### src/rtl/input_conditioner.sv
// ---------------------------------------------------------------------------
// input_conditioner
//
// Cleans up the chip's raw pad inputs before the core sees them. Each bit is
// synchronised into the clock domain, then debounced by a per-bit counter so
// that only a level held for DEBOUNCE_CYCLES consecutive samples reaches
// dout. Alongside the clean word the block emits per-bit rise/fall strobes
// and holds the most recent changed word in a single-entry event register
// with a valid/ack handshake and a sticky overflow flag.
//
// Ports
//   clk        in   single clock, rising edge
//   rst        in   asynchronous active-high reset
//   din        in   raw asynchronous pad inputs [WIDTH]
//   dout       out  debounced input word [WIDTH]
//   rise       out  one-cycle strobe per bit on a dout 0->1 flip [WIDTH]
//   fall       out  one-cycle strobe per bit on a dout 1->0 flip [WIDTH]
//   evt_valid  out  a change event is pending
//   evt_data   out  dout value captured at the most recent change [WIDTH]
//   evt_ack    in   consumer acknowledge, only meaningful while evt_valid
//   ovf        out  sticky: an event was overwritten before being acked
//   ovf_clr    in   synchronous clear for ovf
//
// Every output comes straight from a flop; nothing is combinational from an
// input to an output.
// ---------------------------------------------------------------------------
module input_conditioner #(
   parameter int WIDTH           = 8,
   parameter int SYNC_STAGES     = 2,
   parameter int DEBOUNCE_CYCLES = 16
) (
   input  logic             clk,
   input  logic             rst,
   input  logic [WIDTH-1:0] din,
   output logic [WIDTH-1:0] dout,
   output logic [WIDTH-1:0] rise,
   output logic [WIDTH-1:0] fall,
   output logic             evt_valid,
   output logic [WIDTH-1:0] evt_data,
   input  logic             evt_ack,
   output logic             ovf,
   input  logic             ovf_clr
);

   localparam int CNT_W = $clog2(DEBOUNCE_CYCLES);
   localparam logic [CNT_W-1:0] CNT_MAX = CNT_W'(DEBOUNCE_CYCLES - 1);
   localparam logic [CNT_W-1:0] CNT_ONE = CNT_W'(1);

   // Synchroniser chain: stage 0 samples the pads, the last stage is the
   // settled sample the debouncer works from.
   logic [SYNC_STAGES-1:0][WIDTH-1:0] sync_q;
   logic [WIDTH-1:0]                  s;

   // Debounce state and the next-state values computed for this edge.
   logic [WIDTH-1:0][CNT_W-1:0] cnt;
   logic [WIDTH-1:0][CNT_W-1:0] cnt_next;
   logic [WIDTH-1:0]            dout_next;

   logic chg;
   logic ovf_set;

   assign s = sync_q[SYNC_STAGES-1];

   always_ff @(posedge clk or posedge rst) begin
      if (rst) begin
         sync_q <= '0;
      end else begin
         sync_q <= {sync_q[SYNC_STAGES-2:0], din};
      end
   end

   // Per-bit debounce. Any sample that agrees with dout restarts the count,
   // so a glitch shorter than DEBOUNCE_CYCLES samples never gets through.
   // The flip happens on the sample that finds the counter already at its
   // maximum, i.e. the DEBOUNCE_CYCLES-th consecutive differing sample.
   always_comb begin
      cnt_next  = cnt;
      dout_next = dout;
      for (int i = 0; i < WIDTH; i++) begin
         if (s[i] == dout[i]) begin
            cnt_next[i] = '0;
         end else if (cnt[i] == CNT_MAX) begin
            dout_next[i] = s[i];
            cnt_next[i]  = '0;
         end else begin
            cnt_next[i] = cnt[i] + CNT_ONE;
         end
      end
   end

   // Several bits flipping together still form a single event.
   assign chg     = |(dout_next ^ dout);
   assign ovf_set = chg & evt_valid & ~evt_ack;

   // Debounced word and its strobes. The strobes are derived from the same
   // next-state as dout so they land on exactly the edge dout updates.
   always_ff @(posedge clk or posedge rst) begin
      if (rst) begin
         cnt  <= '0;
         dout <= '0;
         rise <= '0;
         fall <= '0;
      end else begin
         cnt  <= cnt_next;
         dout <= dout_next;
         rise <= dout_next & ~dout;
         fall <= ~dout_next & dout;
      end
   end

   // Single-entry event register. A new change always wins and loads the
   // newest word; an ack on the same edge as a change keeps the entry valid
   // because the fresh change has not been seen yet. Without a change, an
   // ack retires the entry and evt_data keeps its last value.
   always_ff @(posedge clk or posedge rst) begin
      if (rst) begin
         evt_valid <= 1'b0;
         evt_data  <= '0;
      end else if (chg) begin
         evt_valid <= 1'b1;
         evt_data  <= dout_next;
      end else if (evt_valid && evt_ack) begin
         evt_valid <= 1'b0;
      end
   end

   // Sticky overflow. A fresh overflow takes priority over a clear request
   // arriving on the same edge so that no overwrite goes unreported.
   always_ff @(posedge clk or posedge rst) begin
      if (rst) begin
         ovf <= 1'b0;
      end else if (ovf_set) begin
         ovf <= 1'b1;
      end else if (ovf_clr) begin
         ovf <= 1'b0;
      end
   end

endmodule

### config.mk
export PLATFORM = sky130hd
export DESIGN_NAME = input_conditioner
export DESIGN_NICKNAME = d
export VERILOG_FILES = /design/src/rtl/input_conditioner.sv
export SDC_FILE = /design/constraint.sdc
export NUM_CORES = 1
export LEC_CHECK = 0
export CAP_MARGIN = 20
export CORE_MARGIN = 5
export CORE_UTILIZATION = 56
export CTS_BUF_LIST = sky130_fd_sc_hd__clkbuf_8
export CTS_CLUSTER_DIAMETER = 100
export DETAILED_ROUTE_END_ITERATION = 10
export PLACE_DENSITY = 0.92
export SYNTH_ARGS = -nofsm -noshare
export SYNTH_HDL_FRONTEND = slang
export SYNTH_SLANG_ARGS = --single-unit
export TNS_END_PERCENT = 20
### constraint.sdc
create_clock -name clk -period 3.9 [get_ports clk]
set_input_delay 0.975 -clock clk [delete_from_list [all_inputs] [get_ports clk]]
set_output_delay 0.975 -clock clk [all_outputs]
set_load 0.005 [all_outputs]
# After elaboration in Yosys (flattened, before gate mapping)
# Index checks and enable logic that the tools add are counted.
[word_totals]
regBits = 82
in_bits = 12
out_inout_bits = 34
wordCells = 88
[op_classes]
n_addsub = 8
n_eq_ne = 16
mux = 36
n_bitwise = 8
n_reduce_logical = 4
[ops]
columns = ["cell", "count"]
rows = [
  ["$mux 4", 16],
  ["$add 4x1->4 const B", 8],
  ["$eq 4x4->1 const B", 8],
  ["$mux 1", 20],
  ["$and 8x8->8", 2],
  ["$not 8->8", 2],
  ["$eq 1x1->1", 8],
  ["$reduce_or 8->1", 1],
  ["$xor 8x8->8", 1],
  ["$reduce_bool 2->1", 2],
  ["$and 1x1->1", 2],
  ["$logic_and 1x1->1", 1],
  ["$not 1->1", 1],
]

# Depth between registers and ports, before layout
[logic_depth]
ltp_word = 8
mapped_depth = 7

# Worst setup path before layout
# OpenSTA, ideal clock, no wires.
[synth_path]
path_type = "flip-flop to flip-flop"
startpoint = "reg cnt[0] in the netlist's numbering"
endpoint = "reg evt_data[0]"
setup_ns = 0.125
arrival_time_ns = 2.088
required_ns = 3.775
setup_slack_ns = 1.687
path_stages_with_launch = 8
path_buffers = 0
synth_period_minus_slack_ns = 2.213
cell_sequence = "dfrtp_1 -> ha_1 -> nand3_2 -> mux2_4 -> ha_1 -> nand4_1 -> nor2_2 -> mux2_2"
[synth_via]
elab_chain_cells = 5
[synth_rtl]
columns = ["element", "line_no", "text"]
rows = [
  ["start: declaration", "55", "logic [WIDTH-1:0][CNT_W-1:0] cnt;"],
  ["start signal: assignment", "104", "cnt <= cnt_next;"],
  ["$eq 4x4->1 (*)", "82", "end else if (cnt[i] == CNT_MAX) begin"],
  ["$mux 1 (*)", "82", ""],
  ["$mux 1 (*)", "80", "if (s[i] == dout[i]) begin"],
  ["net dout_next[0]", "57", "logic [WIDTH-1:0] dout_next;"],
  ["$xor 8x8->8", "92", "assign chg = |(dout_next ^ dout);"],
  ["$reduce_or 8->1", "92", ""],
  ["end signal: assignment", "121", "evt_data <= dout_next;"],
  ["end: declaration", "39", "output logic [WIDTH-1:0] evt_data,"],
]
# The timed path passes the listed nets; every way through them passes the cells marked *.
# A chain may end at the register's enable or synchronous reset.

# Worst setup path in the final report
[layout_path]
startpoint = "reg cnt[0] in the netlist's numbering"
endpoint = "reg evt_data[4]"
[layout_via]
elab_chain_cells = 5
[layout_rtl]
columns = ["element", "line_no"]
rows = [
  ["$eq 4x4->1", "82"],
  ["$mux 1", "82"],
  ["$mux 1", "80"],
  ["net dout_next[0]", "57"],
  ["$xor 8x8->8", "92"],
  ["$reduce_or 8->1", "92"],
]
# The timed path passes the listed nets, and every way through them passes these cells.

==> run_results.csv <==
group,metric,value,unit
run_status,status,"finished, final reports clean",
global_routing,grt_usage,16.2,%
logic_synthesis,synth_area_leaders,"dfrtp_1 63%, ha_1 9.3%, xnor2_1 4.3%, mux2_4 3.7%, inv_1 2.9%",
floorplan,fp.dieH,86.0,µm
finish,stdcell_count,367,
finish,antennaDiodeCount,0,
global_routing,grt_util_met3,7.20,%
logic_synthesis,synth_edf_count,0,
clock_tree,clock_path_buffers,2,
timing,hold_violations,0,
logic_synthesis,ys.flop_type,"dfrtp_1",
global_routing,grt.busiest_layer,"met2",
clock_tree,cts_tree,"done",
floorplan,core,5570,µm²
global_routing,use_met2,25.9,%
logic_synthesis,synth_simple_gate_area_share,7.98,%
clock_tree,ctsResizeCount,0,
clock_tree,clk_latency,350,ps
logic_synthesis,synth_top_family_by_area,"adder cells",
worst_setup_path,path_cells,"ha_1 -> nand3_2 -> mux2_4 -> ha_1 -> nand4_1 -> nor2_2 -> mux2_2",
timing,fin_crit_sh,63.9,%
power_and_ir_drop,p_per_area,389,nW/µm²
routing,antenna_left,0,
timing,tns,0,ps
power_and_ir_drop,p_leak,1.78,nW
logic_synthesis,synth_area,3230,µm²
logic_synthesis,syn-num-nets,268,
floorplan,die_area,7390,µm²
routing,wirelength,5.32,mm
worst_setup_path,critPathMaxFanout,10,
logic_synthesis,yosysTopAreaCell,"dfrtp_1",
logic_synthesis,synthAdderAreaFrac,9.29,%
placement,gp_congestion,0.757,
routing,drc,0,
routing,wl_per_cell,14.5,µm
floorplan,die_x,86.0,µm
clock_tree,cts_root_buf,"clkbuf_8",
routing,vias_per_cell,5.10,
clock_tree,hold_buffers,0,
floorplan,initial_core_util,58.0,%
logic_synthesis,yosysTopAreaCellShare,63.5,%
global_routing,overflow,0,
timing,tightest_slew,701,ps
worst_setup_path,crit_required,4130,ps
logic_synthesis,synth-seq-cells,82,
logic_synthesis,synthMuxAreaShare,6.50,%
placement,port_buffers,45,
logic_synthesis,yosys_warnings,0,
worst_setup_path,crit_arrival,2720,ps
placement,dp_cells,351,
finish,stdcell_area,3980,µm²
worst_setup_path,cpMostUsedCell,"ha_1",
timing,slew_headroom,53.2,%
timing,max_freq,401,MHz
finish,drive_above_1_share,13.9,%
global_routing,grt.met1_usage,20.0,%
logic_synthesis,synth_compound_area_share,5.50,%
floorplan,row_count,27,
clock_tree,clock_sinks,82,
worst_setup_path,crit_slowest_cell,"nor2_2",
timing,clock-skew-final,11.4,ps
global_routing,grt_max_degree,43,
worst_setup_path,critPathKind,"flip-flop to flip-flop",
logic_synthesis,synthDistinctLibCells,22,
routing,vias,1873,
routing,dr.pass1.iters,4,
logic_synthesis,synth_async_sr_flop_share,100,%
global_routing,grt_pass1_vias,1987,
logic_synthesis,synth.most_common_cell,"dfrtp_1",
logic_synthesis,synth_common_cells,"82 x dfrtp_1, 25 x inv_1, 24 x ha_1",
clock_tree,cts-buffers-inserted,9,
logic_synthesis,synth-xor-area-share,4.34,%
finish,fin_nets,326,
clock_tree,post-cts-setup-buffer-count,0,
worst_setup_path,startpoint_type,"flip-flop",
floorplan,io_pins,46,
finish,syn2layout_area_growth,23.0,%
logic_synthesis,ys_seq_area_share,63.5,%
placement,placed_cell_area,3790,µm²
logic_synthesis,syn_avg_cell_area,13.9,µm²
hold_path,worst_hold_path_type,"flip-flop to flip-flop",
timing,period_minus_slack,2490,ps
logic_synthesis,synth_cells,232,
worst_setup_path,ff2ff_setup_slack,1410,ps
power_and_ir_drop,peakVddDrop,0.000296,V
placement,hpwl,3.85,mm
timing,slew_violations,0,
global_routing,antenna_found_initial,0,
finish,fill_cells,393,
timing,finalSetupViolCount,0,
timing,rsz0062_at_grt,"no",
clock_tree,h-tree-depth,3,
job,max_cap_viol_count,0,
global_routing,grt_pass1_wl,9.15,mm
clock_tree,clk_pin_slew_worst_paths,90,ps
routing,drt_iter0_drc,101,
worst_setup_path,max_stage_delay,440,ps
worst_setup_path,cp-end-kind,"flip-flop",
cells in the final DEF (no fill, tap or decap):
cell              n
xnor2_1          16
nand3_2           5
nor2b_1           8
nand4b_1          7
inv_1            24
o21ai_0           7
nand2b_1          1
dfrtp_1          82
nor2_1            8
nand2_1           1
clkdlybuf4s50_1  45
nor2_2            1
clkinv_2          1
nand3_1           3
a21oi_1          14
a311oi_1          6
mux2_2            8
a31oi_1           1
mux2_4            8
nand4_1           2
clkinv_4          1
ha_1             24
nor3b_1           3
clkinvlp_4        3
o22ai_1           1
clkbuf_8         10
inv_6             2
a21o_1            1
buf_4             2
routing by layer:
layer / part of all wire [%] / wire, µm / vias to the layer above
met4: 1.1 / 61 / 0
met2: 49 / 2630 / 46
li1: - / - / 908
met3: 6.2 / 327 / 8
met1: 43 / 2300 / 911
met5: 0 / 0 / -
registers in the layout, indices dropped and copies added, names as in the netlist:
| register | count |
|---|---|
| cnt | 32 |
| evt_data | 8 |
| fall | 8 |
| rise | 8 |
| evt_valid | 1 |
| ovf | 1 |
| s | 8 |
| dout | 8 |
| sync_q | 8 |
through the flow:
step / power, mW / worst slack [ps] / utilization, % / hold slack, ps
2_1_floorplan: 0.972 / 817 / - / 331
3_3_place_gp: 0.998 / 1440 / 68.0 / 332
3_5_place_dp: 1.00 / 1420 / 68.0 / 339
4_1_cts: 1.57 / 1390 / 71.3 / 359
5_1_grt: 1.62 / 1230 / 71.3 / 364
6_report: 1.55 / 1410 / 71.3 / 356
final timing paths:
kind,from,to,cells after the start
min in group asynchronous,rst,dout[6],2
setup reg to reg,cnt[0],evt_data[4],7
hold reg to reg,sync_q[6],s[6],0
max in group asynchronous,rst,sync_q[1],3
setup / recovery,cnt[0],evt_data[4],7
hold / removal,sync_q[6],s[6],0
layout make-up:
class                           count  area, µm²  share of cell area [%]
Multi-Input combinational cell    125       1090                    27.3
Timing Repair Buffer               47        465                    11.7
Sequential cell                    82       2050                    51.6
Clock inverter                      6       48.8                    1.23
Inverter                           25       95.1                    2.39
Tap cell                           72       90.1                    2.27
Clock buffer                       10        138                    3.46
cells by family after synthesis:
| group | after synthesis |
|---|---|
| adder cells (fa/ha/maj) | 24 |
| buffers and inverters | 25 |
| XOR/XNOR | 16 |
| AO/OA/AOI/OAI | 30 |
| flip-flops | 82 |
| multiplexers | 16 |
| AND/OR/NAND/NOR | 39 |
power breakdown:
| part | total [mW] | internal [mW] | switching (mW) |
|---|---|---|---|
| registers | 0.905 | 0.879 | 0.0263 |
| logic | 0.0815 | 0.0398 | 0.0417 |
| clock network | 0.560 | 0.254 | 0.306 |
critical path, delay by kind of cell, from the launching register on:
kind          cells  cell delay [ps]
fa+ha+maj         2              550
flops             1              430
mux               2              710
simple gates      3              680
Note: power is estimated with default switching activity, not from simulation.
==> patch (config.mk and constraints unchanged) <==
Put one more register stage on the output `ovf`, cleared by the reset. The value now appears one clock later. The other outputs are not delayed to match.
--- a/src/rtl/input_conditioner.sv
+++ b/src/rtl/input_conditioner.sv
@@ -47,2 +47,4 @@
    localparam logic [CNT_W-1:0] CNT_ONE = CNT_W'(1);
+
+   logic ovf_s0;
 
@@ -130,7 +132,15 @@
       if (rst) begin
-         ovf <= 1'b0;
+         ovf_s0 <= 1'b0;
       end else if (ovf_set) begin
-         ovf <= 1'b1;
+         ovf_s0 <= 1'b1;
       end else if (ovf_clr) begin
-         ovf <= 1'b0;
+         ovf_s0 <= 1'b0;
+      end
+   end
+
+   always_ff @(posedge clk or posedge rst) begin
+      if (rst) begin
+         ovf <= '0;
+      end else begin
+         ovf <= ovf_s0;
       end
Behaviour: no difference found for any inputs over 10 cycles, from zero or initial values and one cycle with rst high; that may be too few to reach the edited logic, so the function may still have changed.
==> patch against the original RTL <==
- worst setup slack better by 8.2 ps
- cell area is 0.85% higher
- first-iteration DRC count is 20% higher
- utilization rose by 0.61 points
- sequential cell count grew 1
- die area rose by 0.68%
- wire length is 9.4% higher
- critical path depth unchanged
- hold slack worse by 4.5 ps
- synthesized area rose by 0.77%
- total power up 3.2%
- critical endpoint is now evt_data[3]
==> patch: results (changes against the original RTL) <==
status: "finished clean"
drive_gt1_share_pct: 13.2  # -0.72 points
yosys_warnings: 0  # unchanged
nNetsFinal: 327  # +0.31%
regMostFlops: "cnt"
grt_pass1_vias: 2038  # +2.6%
synth_cell_type_count: 22  # unchanged
path_delay_family: "multiplexers"
dr.pass1.iters: 5  # +1
drt_iter0_drc: 121  # +20%
p_leak_nw: 1.81  # +1.7%
clk_pin_slew_ps: 80
placed_cell_area_mm2: 0.00381  # +0.66%
dp_hpwl_mm: 4.11  # +6.7%
ir_drop_mv: 0.281  # -5.0%
wl_met1_mm: 2.36  # +2.4%
clock_latency_ps: 350  # about the same
drt-wirelength-per-cell_um: 15.8  # +9.1%
slowest_stage: "nor2_2"
pre_cts_slack_ps: 1450  # +35.5 ps
htreeDepth: 3  # unchanged
crit_fanout: 10  # unchanged
arrival_ps: 2730  # about the same
gp_congestion: 0.747  # -1.3%
worst_pin_slew_ps: 867  # +166 ps
async_reset_ff_share_pct: 100  # unchanged
port_buffers: 45  # unchanged
n_fill_cell: 391  # -0.51%
postCtsSetupBuffers: 0  # unchanged
synth_common_cells: "dfrtp_1, inv_1, ha_1, xnor2_1, a21oi_1"
min_from: "sync_q[0]"
largest_reg_flops: 32  # unchanged
ys.flop_type: "dfrtp_1"
grt_max_degree: 54  # +26%
clk_path_buf_depth: 2  # unchanged
reg2reg_from: "cnt[12]"
grt_usage_pct: 17.5  # +1.3 points
via_count: 1929  # +3.0%
antenna_cells: 0  # unchanged
yosys-top-cells-area: "dfrtp_1, ha_1, xnor2_1"
syn_nets: 269  # +0.37%
antenna_found_initial: 0  # unchanged
wl_met3_um: 352  # +7.6%
wl_met2_mm: 3.04  # +16%
holdPathStages: 0  # unchanged
root_buffer: "clkbuf_8"
fin_skew_ps: 9.10  # -2.34 ps
critical_path_class: "register to register"
cts_resized: 0  # unchanged
max_stage_delay_ps: 430
seq_area_frac_synth_pct: 63.8  # +0.28 points
min_path_type: "register to register"
grt_pass1_wl_mm: 9.80  # +7.1%
==> patch: cell families after synthesis <==
logic type,after synthesis,share of synthesized area [%]
compound gates,30,5.46
buf+inv,25,2.88
flops,83,63.8
simple gates,39,7.91
mux,16,6.45
xor+xnor,16,4.30
fa+ha+maj,24,9.22
==> patch: power by group <==
group / total, mW / internal (mW) / switching, mW
clock: 0.597 / 0.307 / 0.290
sequential: 0.916 / 0.889 / 0.0267
combinational: 0.0831 / 0.0403 / 0.0428
total: 1.60 / 1.24 / 0.359
==> patch: worst paths after layout <==
path                                     to  slack [ps]
min in group asynchronous           cnt[24]        1090
worst max register to register  evt_data[3]        1410
max in group asynchronous         sync_q[5]        2060
worst max-delay path            evt_data[3]        1410
worst min-delay path                   s[0]         350
worst min register to register         s[0]         350
==> patch: area by class of cell <==
| type | count | area, um2 | share of cell area [%] |
|---|---|---|---|
| Clock inverter | 6 | 57.6 | 1.44 |
| Multi-Input combinational cell | 125 | 1090 | 27.1 |
| Sequential cell | 83 | 2080 | 51.8 |
| Tap cell | 72 | 90.1 | 2.25 |
| Timing Repair Buffer | 47 | 465 | 11.6 |
| Inverter | 25 | 95.1 | 2.37 |
| Clock buffer | 10 | 138 | 3.43 |
==> patch: layer usage <==
layer | GRT usage (%) | vias up
li1 | - | 913
met5 | 0 | -
met2 | 30.9 | 53
met1 | 19.6 | 957
met3 | 6.56 | 6
met4 | 5.52 | 0
==> patch: per-stage QoR <==
step | instances | hold slack [ps]
after floorplan | 233 | 331
after global placement | 352 | 331
after detailed placement | 352 | 335
after CTS | 368 | 352
after global routing | 368 | 366
final | 368 | 352
